### src/rtl/probe_trace_buffer.sv
// ---------------------------------------------------------------------------
// probe_trace_buffer
//   Multi-channel capture buffer for on-chip probe and trace data. Each of the
//   CHANNELS channels owns an independent DEPTH-entry FIFO of DATA_W-bit
//   entries. A full channel either drops its oldest entry (OVERWRITE=1) or
//   drops the incoming write (OVERWRITE=0); in both cases the sticky
//   overflow flag of that channel is set. One shared, show-ahead read port
//   presents the oldest entry of the channel chosen by read_select_i.
//
//   Read handshake: read_valid_o is high when the selected channel holds at
//   least one entry; read_data_o is then its oldest entry. An entry is
//   consumed (popped) at a rising clock edge where read_valid_o and
//   read_ready_i are both high. read_ready_i without read_valid_o has no
//   effect, and read_valid_o does not depend on read_ready_i.
//
// Ports
//   clock_i        clock, rising edge
//   reset_i        synchronous active-high reset
//   wen_i          per-channel write enable
//   write_i        packed write data, channel c = write_i[c*DATA_W +: DATA_W]
//   clear_i        synchronous flush of all channels (beats wen and pop)
//   read_select_i  channel shown on the read port
//   read_ready_i   consumer accepts read_data_o this cycle
//   read_valid_o   selected channel is non-empty
//   read_data_o    oldest entry of the selected channel, 0 when not valid
//   read_count_o   occupancy of the selected channel, 0..DEPTH
//   overflow_o     sticky per-channel "an entry was lost" flag
// ---------------------------------------------------------------------------
module probe_trace_buffer #(
    parameter int DATA_W    = 64,
    parameter int DEPTH     = 16,
    parameter int CHANNELS  = 4,
    parameter int OVERWRITE = 1,
    localparam int SEL_W    = (CHANNELS > 1) ? $clog2(CHANNELS) : 1,
    localparam int CNT_W    = $clog2(DEPTH) + 1
) (
    input  logic                         clock_i,
    input  logic                         reset_i,
    input  logic [CHANNELS-1:0]          wen_i,
    input  logic [CHANNELS*DATA_W-1:0]   write_i,
    input  logic                         clear_i,
    input  logic [SEL_W-1:0]             read_select_i,
    input  logic                         read_ready_i,
    output logic                         read_valid_o,
    output logic [DATA_W-1:0]            read_data_o,
    output logic [CNT_W-1:0]             read_count_o,
    output logic [CHANNELS-1:0]          overflow_o
);

    localparam int PTR_W = $clog2(DEPTH);

    // Storage is deliberately not reset; occupancy alone decides validity.
    logic [DATA_W-1:0] mem_q [CHANNELS][DEPTH];

    logic [PTR_W-1:0]  wr_ptr_q [CHANNELS];
    logic [PTR_W-1:0]  wr_ptr_d [CHANNELS];
    logic [PTR_W-1:0]  rd_ptr_q [CHANNELS];
    logic [PTR_W-1:0]  rd_ptr_d [CHANNELS];
    logic [CNT_W-1:0]  count_q  [CHANNELS];
    logic [CNT_W-1:0]  count_d  [CHANNELS];
    logic [CHANNELS-1:0] overflow_q;
    logic [CHANNELS-1:0] overflow_d;

    logic [CHANNELS-1:0] sel_hit;   // one-hot decode of read_select_i
    logic [CHANNELS-1:0] pop;
    logic [CHANNELS-1:0] full;
    logic [CHANNELS-1:0] store;     // entry written into memory this cycle

    // Select decode. An out-of-range select matches no channel, so the read
    // port shows zeros and no pop can happen.
    always_comb begin
        sel_hit = '0;
        for (int c = 0; c < CHANNELS; c++) begin
            sel_hit[c] = (read_select_i == SEL_W'(c));
        end
    end

    // Read port: purely combinational from registered state and the select.
    always_comb begin
        read_valid_o = 1'b0;
        read_data_o  = '0;
        read_count_o = '0;
        for (int c = 0; c < CHANNELS; c++) begin
            if (sel_hit[c]) begin
                read_count_o = count_q[c];
                if (count_q[c] != '0) begin
                    read_valid_o = 1'b1;
                    read_data_o  = mem_q[c][rd_ptr_q[c]];
                end
            end
        end
    end

    // Per-channel next state.
    always_comb begin
        store      = '0;
        pop        = '0;
        full       = '0;
        overflow_d = overflow_q;
        for (int c = 0; c < CHANNELS; c++) begin
            wr_ptr_d[c] = wr_ptr_q[c];
            rd_ptr_d[c] = rd_ptr_q[c];
            count_d[c]  = count_q[c];

            pop[c]  = sel_hit[c] && read_ready_i && (count_q[c] != '0);
            full[c] = (count_q[c] == CNT_W'(DEPTH));

            if (clear_i) begin
                wr_ptr_d[c]   = '0;
                rd_ptr_d[c]   = '0;
                count_d[c]    = '0;
                overflow_d[c] = 1'b0;
            end else begin
                if (pop[c]) begin
                    rd_ptr_d[c] = rd_ptr_q[c] + PTR_W'(1);
                end
                if (wen_i[c]) begin
                    if (!full[c] || pop[c]) begin
                        // Room available, or a same-cycle pop frees a slot.
                        store[c]    = 1'b1;
                        wr_ptr_d[c] = wr_ptr_q[c] + PTR_W'(1);
                        if (!pop[c]) begin
                            count_d[c] = count_q[c] + CNT_W'(1);
                        end
                    end else if (OVERWRITE != 0) begin
                        // Full: the new entry replaces the oldest one.
                        store[c]      = 1'b1;
                        wr_ptr_d[c]   = wr_ptr_q[c] + PTR_W'(1);
                        rd_ptr_d[c]   = rd_ptr_q[c] + PTR_W'(1);
                        overflow_d[c] = 1'b1;
                    end else begin
                        // Full: the new entry is discarded.
                        overflow_d[c] = 1'b1;
                    end
                end else if (pop[c]) begin
                    count_d[c] = count_q[c] - CNT_W'(1);
                end
            end
        end
    end

    always_ff @(posedge clock_i) begin
        if (reset_i) begin
            for (int c = 0; c < CHANNELS; c++) begin
                wr_ptr_q[c] <= '0;
                rd_ptr_q[c] <= '0;
                count_q[c]  <= '0;
            end
            overflow_q <= '0;
        end else begin
            for (int c = 0; c < CHANNELS; c++) begin
                wr_ptr_q[c] <= wr_ptr_d[c];
                rd_ptr_q[c] <= rd_ptr_d[c];
                count_q[c]  <= count_d[c];
            end
            overflow_q <= overflow_d;
        end
    end

    // Memory write port. A write that lands during reset is harmless because
    // the pointers and counts come out of reset at zero.
    always_ff @(posedge clock_i) begin
        for (int c = 0; c < CHANNELS; c++) begin
            if (store[c]) begin
                mem_q[c][wr_ptr_q[c]] <= write_i[c*DATA_W +: DATA_W];
            end
        end
    end

    assign overflow_o = overflow_q;

endmodule

### config.mk
export PLATFORM = sky130hd
export DESIGN_NAME = probe_trace_buffer
export DESIGN_NICKNAME = d
export VERILOG_FILES = /design/src/rtl/probe_trace_buffer.sv
export SDC_FILE = /design/constraint.sdc
export NUM_CORES = 2
export LEC_CHECK = 0
export CORE_MARGIN = 4
export CORE_UTILIZATION = 45
export CTS_BUF_LIST = sky130_fd_sc_hd__clkbuf_8
export DETAILED_ROUTE_END_ITERATION = 12
export PLACE_DENSITY = 0.67
export SETUP_SLACK_MARGIN = 0.5
export SLEW_MARGIN = 30
export SYNTH_ARGS = -nofsm -noshare
export SYNTH_HDL_FRONTEND = slang
export SYNTH_MEMORY_MAX_BITS = 65536
export SYNTH_SLANG_ARGS = --single-unit
### constraint.sdc
create_clock -name clock_i -period 10.1 [get_ports clock_i]
set_clock_uncertainty 0.1 [all_clocks]
set_input_delay 2.02 -clock clock_i [delete_from_list [all_inputs] [get_ports clock_i]]
set_output_delay 2.02 -clock clock_i [all_outputs]
set_load 0.01 [all_outputs]
==> results.json <==
{
  "clockBufferDepth": 4,
  "synth_cells": 7193,
  "fin_setup_tns_ps": 0,
  "dieArea_um2": 364000,
  "finalSetupViolCount": 0,
  "wirelength_um": 450000,
  "synth_nets": 7495,
  "drc": 0,
  "cts_hold_buf": 0,
  "p_per_area_nw_per_um2": 184,
  "hold_viol_final": 0,
  "cp_max_fo": 66,
  "p_leak_uw": 0.0549,
  "yosys_most_used_dff": "edfxtp_1",
  "cts_max_level": 6,
  "grt_pass1_vias": 79400,
  "drive_gt1_frac": 0.255,
  "dpl.hpwl_um": 275000,
  "die_w_um": 604,
  "ys_seq_area_frac": 0.777,
  "crit_required_ps": 7980,
  "synth-async-reset-ratio": 0,
  "max-cap-violations": 0,
  "yosysWarnings": 0,
  "antenna_found_initial": 144,
  "rows": 218,
  "cts_tree": "yes",
  "die_y_um": 604,
  "worst_slack_ps": 1900,
  "cts_buffers": 647,
  "synth_cell_types": 60,
  "vias": 79900,
  "cp_data_arrival_time_ps": 6080,
  "netlist_area_um2": 160000,
  "area_delta_synth_final_pct": 13.6,
  "port-buffer-count": 339,
  "cp_common_cell": "clkdlybuf4s50_1",
  "status": "finished clean",
  "crit_path_end_kind": "output pin",
  "io_pins": 340,
  "hp-class": "reg -> reg",
  "postCtsSetupBuffers": 0,
  "drv_slew": 0,
  "crit_family": "buffers and inverters",
  "initial_core_util": 0.452,
  "first_pass_iters": 6,
  "fmax_mhz": 122,
  "wl_per_cell_um": 33.9,
  "startpoint_type": "primary input",
  "syn_area_per_cell_um2": 22.2,
  "period_needed_ps": 8200,
  "slowest_delay_ps": 930,
  "num-nets-final": 8296,
  "grt_max_degree": 148,
  "vdd_drop_max_v": 0.000157,
  "path_buf_inv": 3,
  "stdcell_count": 13300,
  "gp_congestion": 0.902,
  "crit_slowest_cell": "a32oi_1",
  "grt_util_all_layers": 0.244,
  "fill_cells": 27500,
  "routed_via_density": 6.00,
  "max_slew_margin": 0.172,
  "grt_pass1_wl_um": 624000,
  "grt.overflow.total": 0,
  "worstMarginPinSlew_ps": 1240,
  "synth_edf_count": 4096,
  "cts_root_buf": "clkbuf_8",
  "crit_chain": "clkdlybuf4s50_1, o211ai_1, buf_4, a31oi_1, a32oi_1, o31a_1, clkdlybuf4s50_1",
  "pre_cts_ws_ps": 2200,
  "min_period_over_period": 0.812,
  "ys_seq_elements": 4152,
  "drtIter0Drc": 10100,
  "cts.reportedPaths.clkPinSlew_ps": 60,
  "ctsResizeCount": 0,
  "drtAntennaViolNets": 0,
  "clkLatencyLatePin_ps": 1210,
  "coreArea_um2": 353000,
  "crit_type": "in -> out",
  "clock-sinks": 4152,
  "dp.cells": 12100,
  "rsz0062_at_grt": "false"
}
per-stage QoR:
step | util | power, µW | instance area [µm²] | hold slack, ps
floorplan | - | 20000 | 160000 | 370
global placement | 0.479 | 20700 | 169000 | 413
detailed placement | 0.480 | 20800 | 169000 | 420
CTS | 0.513 | 33500 | 181000 | 431
global route | 0.513 | 34500 | 181000 | 457
finish | 0.514 | 33300 | 181000 | 438
report_power, final:
group / internal, µW / leakage [µW] / switching, µW
clock: 6350 / 0.00681 / 6550
sequential: 19000 / 0.0374 / 40.7
combinational: 504 / 0.0107 / 887
total: 25900 / 0.0549 / 7480
final timing paths:
path	from	end	slack [ps]	cells past startpoint
worst min register to register	count_q[3][2]$_SDFFE_PP0P_	count_q[3][2]$_SDFFE_PP0P_	440	2
worst min-delay path	count_q[3][2]$_SDFFE_PP0P_	count_q[3][2]$_SDFFE_PP0P_	440	2
worst max-delay path	read_select_i[0]	read_data_o[11]	1900	7
worst max register to register	wr_ptr_q[0][3]$_SDFFE_PP0P_	mem_q[0][417]$_DFFE_PP_	6880	3
logic make-up after synthesis:
group | Yosys count | share of synthesized area
buffers and inverters | 421 | 0.0119
flip-flops | 4152 | 0.777
XOR/XNOR | 37 | 0.00203
AO/OA/AOI/OAI | 607 | 0.0275
AND/OR/NAND/NOR | 493 | 0.0148
adder cells (fa/ha/maj) | 36 | 0.00301
multiplexers | 1447 | 0.164
tightest hold or removal path: stages, from the launching register on:
cell,delay [ps]
dfxtp_1,350
nand3_1,80
a21oi_1,60
synthesized netlist by cell type, drive strengths merged (3+ instances only):
master / count / area [µm²]
a211oi: 15 / 118
a21o: 24 / 180
a21oi: 86 / 430
a22oi: 207 / 1560
a31oi: 67 / 419
a32oi: 40 / 350
a41oi: 3 / 26.3
and2: 51 / 319
and3: 17 / 106
buf: 229 / 1180
clkbuf: 173 / 649
dfxtp: 56 / 1120
edfxtp: 4096 / 123000
fa: 4 / 80.1
ha: 32 / 400
inv: 19 / 71.3
mux2: 153 / 1720
mux2i: 380 / 3800
mux4: 914 / 20600
nand2: 140 / 526
nand2b: 18 / 113
nand3: 33 / 165
nand3b: 5 / 37.5
nand4: 4 / 25.0
nor2: 155 / 582
nor2b: 19 / 119
nor3: 20 / 100
nor3b: 5 / 37.5
nor4: 6 / 67.6
nor4b: 3 / 26.3
o211a: 11 / 110
o211ai: 25 / 193
o21ai: 23 / 115
o221ai: 40 / 350
o22ai: 13 / 81.3
o31a: 39 / 342
o31ai: 10 / 75.1
or3: 5 / 31.3
xnor2: 22 / 193
xor2: 15 / 131
sequential cells by signal (all words and copies together), names as in the netlist:
name and count:
count_q 20, wr_ptr_q 16, overflow_o 4, mem_q 4096
rd_ptr_q 16
metal layers:
metal / up-vias / wire length [µm] / GRT usage
li1: 32200 / - / -
met3: 941 / 47000 / 0.0751
met1: 42400 / 161000 / 0.305
met4: 70 / 31100 / 0.147
met5: - / 462 / 0
met2: 4196 / 211000 / 0.374
final cells by class:
type                            count  area [µm²]  share of cell area
Antenna cell                       71         178            0.000980
Clock buffer                      657        9040              0.0499
Clock inverter                    498        2670              0.0147
Inverter                           19        71.3            0.000393
Multi-Input combinational cell   2620       34000               0.188
Sequential cell                  4152      124000               0.685
Tap cell                         4730        5920              0.0326
Timing Repair Buffer              554        5290              0.0292
cell usage in the layout (no fill, tap or decap), types with 15 or more instances in the layout:
cell             count
o31a_1              39
mux2i_1            378
nor3_1              17
diode_2             71
clkdlybuf4s50_1    338
o211ai_1            24
clkbuf_8           657
and2_4              45
ha_1                32
a22oi_1            206
mux2_2             153
mux4_2             914
buf_12              15
clkinv_2            59
nand2b_1            17
xnor2_1             22
xor2_1              15
o221ai_1            40
o21ai_0             18
nor2_1             149
inv_1              245
a32oi_1             40
a21o_1              24
a21oi_1             85
and3_4              16
a31oi_1             66
nand2_1            140
clkinv_1           148
buf_4              191
edfxtp_1          4096
nand3_1             33
dfxtp_1             44
Power figures use the tool's default switching activity.
